==> config.mk <==
export PLATFORM = sky130hd
export DESIGN_NAME = sfx_scheduler
export DESIGN_NICKNAME = d
export VERILOG_FILES = /design/src/rtl/sfx_scheduler.sv
export SDC_FILE = /design/constraint.sdc
export NUM_CORES = 1
export LEC_CHECK = 0
export BUFFER_PORTS_ARGS = -buffer_cell sky130_fd_sc_hd__clkbuf_2
export CAP_MARGIN = 20
export CORE_MARGIN = 2
export CORE_UTILIZATION = 46
export CTS_BUF_LIST = sky130_fd_sc_hd__clkbuf_4 sky130_fd_sc_hd__clkbuf_8 sky130_fd_sc_hd__clkbuf_16
export CTS_CLUSTER_SIZE = 16
export DETAILED_ROUTE_END_ITERATION = 8
export PLACE_DENSITY = 0.64
export SKIP_LAST_GASP = 1
export SYNTH_ARGS = -nofsm -noshare
export SYNTH_HDL_FRONTEND = slang
export SYNTH_SLANG_ARGS = --single-unit
export TNS_END_PERCENT = 5
==> constraint.sdc <==
create_clock -name clk -period 4.6 [get_ports clk]
set_clock_uncertainty 0.05 [all_clocks]
set_input_delay 1.15 -clock clk [delete_from_list [all_inputs] [get_ports clk]]
set_output_delay 1.15 -clock clk [all_outputs]
set_load 0.05 [all_outputs]
==> src/rtl/sfx_scheduler.sv <==
// sfx_scheduler: fixed-priority preemptive sharing of one tone path among click/err/beep/finish; a request is granted on the next edge.
// Requests are latched (err/beep/finish) or dropped (click); `define SFX_DROP_CNT_EN adds the saturating dropped-click counter drop_cnt.
`timescale 1ns/1ps
module sfx_scheduler #(
   parameter int CLK_HZ      = 100000000,
   parameter int TICK_MS     = 10,
   parameter int CLICK_TICKS = 3,
   parameter int BUZZ_TICKS  = 15,
   parameter int BEEP_TICKS  = 20,
   parameter int NOTE_TICKS  = 12,
   parameter int GAP_TICKS   = 1
) (
   input  logic        clk,
   input  logic        rst,
   input  logic        sfx_en,
   input  logic [4:0]  vol_in,
   input  logic        req_click,
   input  logic        req_err,
   input  logic        req_beep,
   input  logic        req_finish,
   output logic [11:0] tone_hz,
   output logic [4:0]  tone_vol,
   output logic        busy,
   output logic [1:0]  active_src
`ifdef SFX_DROP_CNT_EN
   ,
   output logic [7:0]  drop_cnt
`endif
);

   localparam int TICK_CYC = CLK_HZ / 1000 * TICK_MS;
   localparam int TCW      = (TICK_CYC > 1) ? $clog2(TICK_CYC) : 1;

   localparam logic [1:0] SRC_CLICK = 2'd0;
   localparam logic [1:0] SRC_ERR   = 2'd1;
   localparam logic [1:0] SRC_BEEP  = 2'd2;
   localparam logic [1:0] SRC_FIN   = 2'd3;

   typedef enum logic [1:0] {
      IDLE = 2'd0,
      PLAY = 2'd1,
      GAP  = 2'd2
   } state_t;

   state_t         state, state_nxt;
   logic [TCW-1:0] tick_cnt;
   logic           tick;
   logic [7:0]     dur_cnt, dur_nxt;
   logic [1:0]     note_idx, note_nxt;
   logic           pend_err, pend_beep, pend_fin;
   logic           pend_err_nxt, pend_beep_nxt, pend_fin_nxt;
   logic [11:0]    hz_nxt;
   logic [4:0]     vol_nxt;
   logic [1:0]     src_nxt;
   logic           want_click, want_err, want_beep, want_fin;
   logic           any_want, grant;
   logic [1:0]     best;

   // Priority order differs from the source encoding, so compare by rank.
   function automatic logic [1:0] rank_of(input logic [1:0] src);
      case (src)
         SRC_FIN:  rank_of = 2'd3;
         SRC_ERR:  rank_of = 2'd2;
         SRC_BEEP: rank_of = 2'd1;
         default:  rank_of = 2'd0;
      endcase
   endfunction

   function automatic logic [11:0] tone_of(input logic [1:0] src, input logic [1:0] note);
      case (src)
         SRC_CLICK: tone_of = 12'd2000;
         SRC_ERR:   tone_of = 12'd220;
         SRC_BEEP:  tone_of = 12'd880;
         default: begin
            case (note)
               2'd0:    tone_of = 12'd523;
               2'd1:    tone_of = 12'd659;
               2'd2:    tone_of = 12'd784;
               default: tone_of = 12'd1047;
            endcase
         end
      endcase
   endfunction

   function automatic logic [7:0] dur_of(input logic [1:0] src);
      case (src)
         SRC_CLICK: dur_of = 8'(CLICK_TICKS);
         SRC_ERR:   dur_of = 8'(BUZZ_TICKS);
         SRC_BEEP:  dur_of = 8'(BEEP_TICKS);
         default:   dur_of = 8'(NOTE_TICKS);
      endcase
   endfunction

   assign tick = sfx_en && (tick_cnt == TCW'(TICK_CYC - 1));

   always_ff @(posedge clk or posedge rst) begin
      if (rst)
         tick_cnt <= '0;
      else if (!sfx_en || tick)
         tick_cnt <= '0;
      else
         tick_cnt <= tick_cnt + TCW'(1);
   end

   always_comb begin
      want_click = sfx_en & req_click;
      want_err   = sfx_en & (pend_err | req_err);
      want_beep  = sfx_en & (pend_beep | req_beep);
      want_fin   = sfx_en & (pend_fin | req_finish);
      any_want   = want_click | want_err | want_beep | want_fin;
      best       = SRC_CLICK;
      if (want_fin)
         best = SRC_FIN;
      else if (want_err)
         best = SRC_ERR;
      else if (want_beep)
         best = SRC_BEEP;
      // Equal rank in PLAY is only possible for the playing source itself: a retrigger.
      grant = any_want && ((state == IDLE) ||
                           (rank_of(best) > rank_of(active_src)) ||
                           ((state == PLAY) && (best == active_src)));
   end

   always_comb begin
      state_nxt     = state;
      dur_nxt       = dur_cnt;
      note_nxt      = note_idx;
      hz_nxt        = tone_hz;
      vol_nxt       = tone_vol;
      src_nxt       = active_src;
      pend_err_nxt  = want_err;
      pend_beep_nxt = want_beep;
      pend_fin_nxt  = want_fin;
      if (!sfx_en) begin
         state_nxt = IDLE;
         dur_nxt   = '0;
         note_nxt  = '0;
         hz_nxt    = '0;
      end else if (grant) begin
         state_nxt = PLAY;
         dur_nxt   = '0;
         note_nxt  = '0;
         src_nxt   = best;
         vol_nxt   = vol_in;
         hz_nxt    = tone_of(best, 2'd0);
         case (best)
            SRC_ERR:  pend_err_nxt  = 1'b0;
            SRC_BEEP: pend_beep_nxt = 1'b0;
            SRC_FIN:  pend_fin_nxt  = 1'b0;
            default:  ;
         endcase
      end else if (tick) begin
         case (state)
            PLAY: begin
               if (dur_cnt == dur_of(active_src) - 8'd1) begin
                  state_nxt = GAP;
                  dur_nxt   = '0;
                  hz_nxt    = '0;
               end else begin
                  dur_nxt = dur_cnt + 8'd1;
               end
            end
            GAP: begin
               if (dur_cnt == 8'(GAP_TICKS - 1)) begin
                  dur_nxt = '0;
                  if ((active_src == SRC_FIN) && (note_idx != 2'd3)) begin
                     state_nxt = PLAY;
                     note_nxt  = note_idx + 2'd1;
                     hz_nxt    = tone_of(SRC_FIN, note_idx + 2'd1);
                  end else begin
                     state_nxt = IDLE;
                  end
               end else begin
                  dur_nxt = dur_cnt + 8'd1;
               end
            end
            default: ;
         endcase
      end
   end

   always_ff @(posedge clk or posedge rst) begin
      if (rst) begin
         state      <= IDLE;
         dur_cnt    <= '0;
         note_idx   <= '0;
         pend_err   <= 1'b0;
         pend_beep  <= 1'b0;
         pend_fin   <= 1'b0;
         tone_hz    <= '0;
         tone_vol   <= '0;
         active_src <= '0;
      end else begin
         state      <= state_nxt;
         dur_cnt    <= dur_nxt;
         note_idx   <= note_nxt;
         pend_err   <= pend_err_nxt;
         pend_beep  <= pend_beep_nxt;
         pend_fin   <= pend_fin_nxt;
         tone_hz    <= hz_nxt;
         tone_vol   <= vol_nxt;
         active_src <= src_nxt;
      end
   end

   assign busy = (state != IDLE);

`ifdef SFX_DROP_CNT_EN
   logic click_drop;
   assign click_drop = want_click && !(grant && (best == SRC_CLICK));

   always_ff @(posedge clk or posedge rst) begin
      if (rst)
         drop_cnt <= '0;
      else if (!sfx_en)
         drop_cnt <= '0;
      else if (click_drop && (drop_cnt != 8'hFF))
         drop_cnt <= drop_cnt + 8'd1;
   end
`endif

endmodule
Word level (Yosys, flattened, before mapping)
Cells that the tools add are included.
{"block": "totals", "register_bits": 54, "input_bits": 12, "output_inout_bits": 20, "wordCells": 114}
{"block": "classes", "addsub": 4, "n_lt_le_gt_ge": 1, "eq_ne": 22, "muxes": 48, "n_bitwise": 10, "n_reduce_logical": 19}
{"op": "2-to-1 mux 12 bit", "n": 6}
{"op": "2-to-1 mux 8 bit", "n": 9}
{"op": "one-hot mux 11 bit (3 select lines)", "n": 2}
{"op": "2-to-1 mux 2 bit", "n": 14}
{"op": "one-hot mux 12 bit (2 select lines)", "n": 1}
{"op": "adder 20 x 1 -> 20 bit, second input constant", "n": 1}
{"op": "== test 20 bit, second input constant", "n": 1}
{"op": "2-to-1 mux 20 bit", "n": 1}
{"op": "one-hot mux 8 bit (2 select lines)", "n": 1}
{"op": "one-hot mux 5 bit (3 select lines)", "n": 1}
{"op": "== test 2 bit, second input constant", "n": 6}
{"op": "inequality test 3 x 1 -> 1 bit, second input constant", "n": 4}
{"op": "one-hot mux 2 bit (3 select lines)", "n": 2}
{"op": "2-to-1 mux 1 bit", "n": 10}
{"op": "adder 8 x 1 -> 8 bit, second input constant", "n": 1}
{"op": "== test 2 x 1 -> 1 bit, second input constant", "n": 4}
{"op": "== test 8 bit", "n": 1}
{"op": "zero test 2 bit", "n": 4}
{"op": "zero test 8 bit", "n": 1}
{"op": "inequality test 4 bit, second input constant", "n": 2}
{"op": "AND reduction 4 bit", "n": 2}
{"op": "subtractor 8 x 1 -> 8 bit, second input constant", "n": 1}
{"op": "bitwise OR 1 bit", "n": 6}
{"op": "AND reduction 5 bit", "n": 1}
{"op": "13 further kinds", "n": 22}

Logic depth before layout (Yosys ltp)
{"block": "depth", "ltp_word": 20, "depth_mapped": 13}

Worst setup path before layout
No wires, ideal clock.
{"block": "synth_path", "path_type": "input -> register", "start": "input sfx_en", "end": "register tone_hz[10]", "setup_ns": 0.125, "t_arrival_ns": 3.482, "required_time_ns": 4.425, "slack_ns": 0.943, "cell_stages": 13, "n_path_buf": 3, "path_cell_list": "clkbuf_1 -> clkbuf_1 -> o21ai_0 -> nor2_1 -> nor2_1 -> ha_1 -> nand2_1 -> o21ai_0 -> nand2_1 -> o22ai_2 -> o311a_1 -> buf_6 -> mux2_4"}
{"block": "synth_via", "elab_chain_cells": 12, "elab_cells_between_ends": 31}
{"element": "from (decl)", "line": "15", "rtl": "input logic sfx_en,"}
{"element": "AND 1 bit", "line": "108", "rtl": "want_beep = sfx_en & (pend_beep | req_beep);"}
{"element": "2-to-1 mux 2 bit", "line": "116", "rtl": "else if (want_beep)"}
{"element": "2-to-1 mux 2 bit", "line": "114", "rtl": "else if (want_err)"}
{"element": "2-to-1 mux 2 bit", "line": "112", "rtl": "if (want_fin)"}
{"element": "== test 2 bit, or another cell as far along", "line": "61, 70"}
{"element": "one-hot mux 2 bit (3 select lines)", "line": "61", "rtl": "case (src)"}
{"element": "> comparator 2 bit", "line": "120", "rtl": "(rank_of(best) > rank_of(active_src)) ||"}
{"element": "logical OR 1 bit", "line": "119", "rtl": "grant = any_want && ((state == IDLE) ||"}
{"element": "logical OR 1 bit", "line": "120"}
{"element": "logical AND 1 bit", "line": "119"}
{"element": "inequality test 4 bit (no source line), or another cell as far along"}
{"element": "AND reduction 5 bit (no source line) or 2-to-1 mux 12 bit (tied branches)"}
{"element": "to (signal assigned)", "line": "200", "rtl": "tone_hz <= hz_nxt;"}
{"element": "to (decl)", "line": "21", "rtl": "output logic [11:0] tone_hz,"}
Parallel ways exist; a longest one is shown, timed or not.
A chain may end at the register's enable or synchronous reset.

Worst setup path after layout
{"block": "layout_path", "start": "input req_finish", "end": "register tone_hz[10]"}
{"block": "layout_via", "elab_chain_cells": 11, "elab_cells_between_ends": 24}
{"element": "from (decl)", "line": "20", "rtl": "input logic req_finish,"}
{"element": "bitwise OR 1 bit (*)", "line": "109", "rtl": "want_fin = sfx_en & (pend_fin | req_finish);"}
{"element": "AND 1 bit (*)", "line": "109"}
{"element": "2-to-1 mux 2 bit", "line": "112"}
{"element": "== test 2 bit, or another cell as far along", "line": "61, 70"}
{"element": "one-hot mux 2 bit (3 select lines)", "line": "61"}
{"element": "> comparator 2 bit", "line": "120"}
{"element": "logical OR 1 bit", "line": "119"}
{"element": "logical OR 1 bit", "line": "120"}
{"element": "logical AND 1 bit", "line": "119"}
{"element": "inequality test 4 bit (no source line), or another cell as far along"}
{"element": "AND reduction 5 bit (no source line) or 2-to-1 mux 12 bit (tied branches)"}
Mark *: on every way between the ends. The rest lies on a longest branch, timed or not.

==> summary.txt <==
Run status
  • Run status: completed

Layout
  • Synth-to-Final Area Change: 8.894%
  • Final std cells w/o fill: 418
  • Final Net Count: 366
  • Number of diodes added for antenna fixing: 0
  • Sequential Area: 0.001301 mm2
  • Filler Cell Count: 595
  • Area of the multi-input gates: 0.001624 mm2
  • Proportion of layout cells with a drive suffix above 1: 18.18%

CTS
  • Inserted Clock Buffers: 5
  • Longest Clk Path Bufs: 2
  • Sinks on Clock Net: 52
  • Root Buffer: clkbuf_8
  • CTS H-tree lvls: 2
  • CTS Hold Buffers Added: 0
  • Total of cells resized after clock tree synthesis: 0
  • Post-CTS repair timing setup buffer count: 0
  • CTS clk-pin slew, worst paths: 0.10 ns
  • CTS tree: yes
  • Clock latency reported for the late side of the worst-skew pair: 0.31 ns

Die
  • Area of the core: 0.006386 mm2
  • Die ar.: 0.007336 mm2
  • Y dimension of the die: 85.65 um
  • Initial cell density of the core: 48.02%
  • Die boundary width: 85.65 um
  • Number of primary I/O pins: 32
  • Number of placement rows: 29

Worst setup path
  • Critical path, cell by cell: clkbuf_2 -> o41ai_4 -> inv_1 -> ha_1 -> nor2b_1 -> o21ai_0 -> nand2_1 -> o22ai_2 -> o311a_1 -> mux2_4
  • CP max FO: 10
  • Req. time, crit path: 4.75 ns
  • Largest stage delay on the critical path: 0.65 ns
  • Count of buffer and inverter cells on the critical path: 2
  • WS Path Type: in -> reg
  • Reg2reg setup slack: 1.30 ns
  • Slowest stage cell on the critical path: o311a_1
  • Critical Path Sink Type: register
  • Critical path data arrival time: 3.97 ns
  • Family of cells with the greatest summed delay on the critical path: compound AO/OA/AOI/OAI gates
  • Startpoint type of the worst setup path: input pin

Synth
  • Post-synthesis register bit count: 52
  • Avg Synthesized Cell Area: 9.583 um2
  • Top cell type's share of synthesized area: 42.43%
  • Post-synthesis cell area: 0.003067 mm2
  • Top_reg_cell synth: dfrtp_1
  • Number of synthesized flops with an enable pin: 0
  • Cell taking the most area after synthesis: dfrtp_1
  • Synth Net Count: 346
  • Top post-synthesis cells by area: dfrtp_1 (42%), ha_1 (5.7%), nor2_1 (4.3%)
  • Share of async-settable or async-resettable flops after synthesis: 100.0%
  • Post-synthesis cell type count: 57
  • Number of instances in the synthesized netlist: 320
  • Top cells by count, synth: dfrtp_1 (52), nor2_1 (35), nand2_1 (30)
  • Seq/Total Area, Yosys: 42.43%
  • Most frequent cell after synthesis: dfrtp_1
  • Total number of yosys warnings: 0

Routing
  • Total number of vias: 2268
  • Drc violations: 0
  • Final antenna-violating net count: 0
  • Routed Wire Length: 6094 um
  • Iter 0 DRT Violations: 96
  • Wire length per cell: 14.58 um
  • First-pass iteration count of the detailed router: 4
  • Vias per cell: 5.426

STA
  • Setup TNS Final: 0 ns
  • Headroom to the max-slew limit: 54.15%
  • Number of hold violations in the final report: 0
  • Setup violators final: 0
  • Final worst hold slack: 0.4594 ns
  • Max frequency: 262.4 MHz
  • Unrepaired setup endpoints after global routing: no
  • Final number of max-transition violations: 0
  • Final worst path period share: 82.85%
  • Post-layout min period: 3.811 ns
  • Worst-Margin Slew: 0.6806 ns

GRT
  • Total global routing track utilization: 17.80%
  • Via count of the first global-routing pass: 2234
  • Remaining Overflow, GRT: 0
  • First-pass GRT wire length: 10490 um
  • Pin count of the biggest net entering global routing: 53
  • Antenna violations before repair: 0

Pwr
  • Total power draw: 1.212 mW
  • Pleak: 1.446 nW
  • Worst-case vdd ir drop: 0.2619 mV
  • Power per unit of standard cell area: 362.9 mW/mm2

Placed design
  • Estimated wirelength of the detail-placed design: 4395 um
  • Count of buffers inserted at the top-level ports: 30
  • Total instance count after detailed placement: 409
  • RD Place Congestion: 0.7932

Hold path
  • Kind of path behind the tightest hold check: reg -> reg

Flow run
  • Max-cap violation count: 0
[layout by cell type, fill, tap and decap left out, drive strengths merged, types with 2 or more instances in the layout]
master	synthesis	layout
nand2b	2	2
nor3b	2	2
inv	14	15
o21ai	10	10
a31oi	2	2
xor2	10	10
o21a	2	2
a211o	2	2
mux2i	2	2
nand4	4	4
clkbuf	12	35
mux2	12	12
ha	14	14
or2	3	3
nor2	35	35
clkinv	0	2
or3	4	4
nor2b	4	4
a211oi	3	3
nand2	30	30
nor4b	4	4
o31ai	2	2
and3	9	9
a2111oi	2	2
a21oi	13	13
xnor2	12	12
a22o	2	2
nor3	11	11
o2bb2ai	2	2
a32o	3	3
dfrtp	52	52
nand3	16	16
and2	3	3
[metrics by stage]
stage | area [um2] | setup WS, ns | util (%)
after floorplan | 3067 | 0.9428 | -
after global placement | 3224 | 0.5725 | 50.49
after detailed placement | 3224 | 0.4462 | 50.49
after CTS | 3319 | 0.7828 | 51.98
after global routing | 3339 | 0.6161 | 52.29
final | 3339 | 0.7888 | 52.29
[worst reg2reg max path, cell delays in order, from the launching register on]
cell and delay (ns):
dfrtp_1 0.46, o41ai_4 0.42, inv_1 0.11, ha_1 0.32, nor2b_1 0.13, o21ai_0 0.20
nand2_1 0.14, o22ai_2 0.36, o311a_1 0.65, mux2_4 0.35
[cells by family (layout without fill, tap and decap cells)]
kind of cell | count (synthesis) | count (layout) | share of synthesized area, %
xor gates and xnor gates | 22 | 22 | 6.283
adders and majority gates | 14 | 14 | 5.712
DFF | 52 | 52 | 42.43
AOI/OAI and AO/OA | 51 | 51 | 12.65
muxes | 14 | 14 | 5.916
other | 1 | 1 | 0.1223
buffers and inverters | 32 | 53 | 4.610
and+or+nand+nor | 134 | 134 | 22.28
[routing by layer]
metal  track usage [%]  wire length, um  vias up
met4             5.339               72        0
met3             3.561              229        7
met5                 0                0        -
li1                  -                -     1150
met2             30.26             2870       40
met1             23.01             2921     1071
[final timing paths]
path	start	to	cells past startpoint
max	req_finish	tone_hz[10]$_DFFE_PP0P_	10
min	tick_cnt[0]$_DFF_PP0_	tick_cnt[0]$_DFF_PP0_	1
max reg2reg	pend_fin$_DFF_PP0_	tone_hz[10]$_DFFE_PP0P_	9
min reg2reg	tick_cnt[0]$_DFF_PP0_	tick_cnt[0]$_DFF_PP0_	1
max in group asynchronous	rst	dur_cnt[0]$_DFFE_PP0P_	3
min in group asynchronous	rst	tone_vol[1]$_DFFE_PP0P_	2
[power by group]
group	internal, mW	leakage [nW]	switching [mW]
combinational	0.120	0.700	0.278
sequential	0.499	0.697	0.0403
clock	0.111	0.0487	0.164
[registers in the layout (all words and copies together) (netlist names)]
| signal | flops |
|---|---|
| tick_cnt | 20 |
| tone_hz | 10 |
| dur_cnt | 8 |
| tone_vol | 5 |
| active_src | 2 |
| note_idx | 2 |
| state | 2 |
| pend_beep | 1 |
| pend_err | 1 |
| pend_fin | 1 |
[final cells by class]
cell class	instances	area share, %
clock buffer	5	2.061
clock inverter	3	0.7868
inverter	14	1.574
multi-input combinational	236	48.63
sequential	52	38.97
tap	77	2.885
timing repair buffer	31	5.096
No activity file was read; power rests on OpenSTA's default activity.
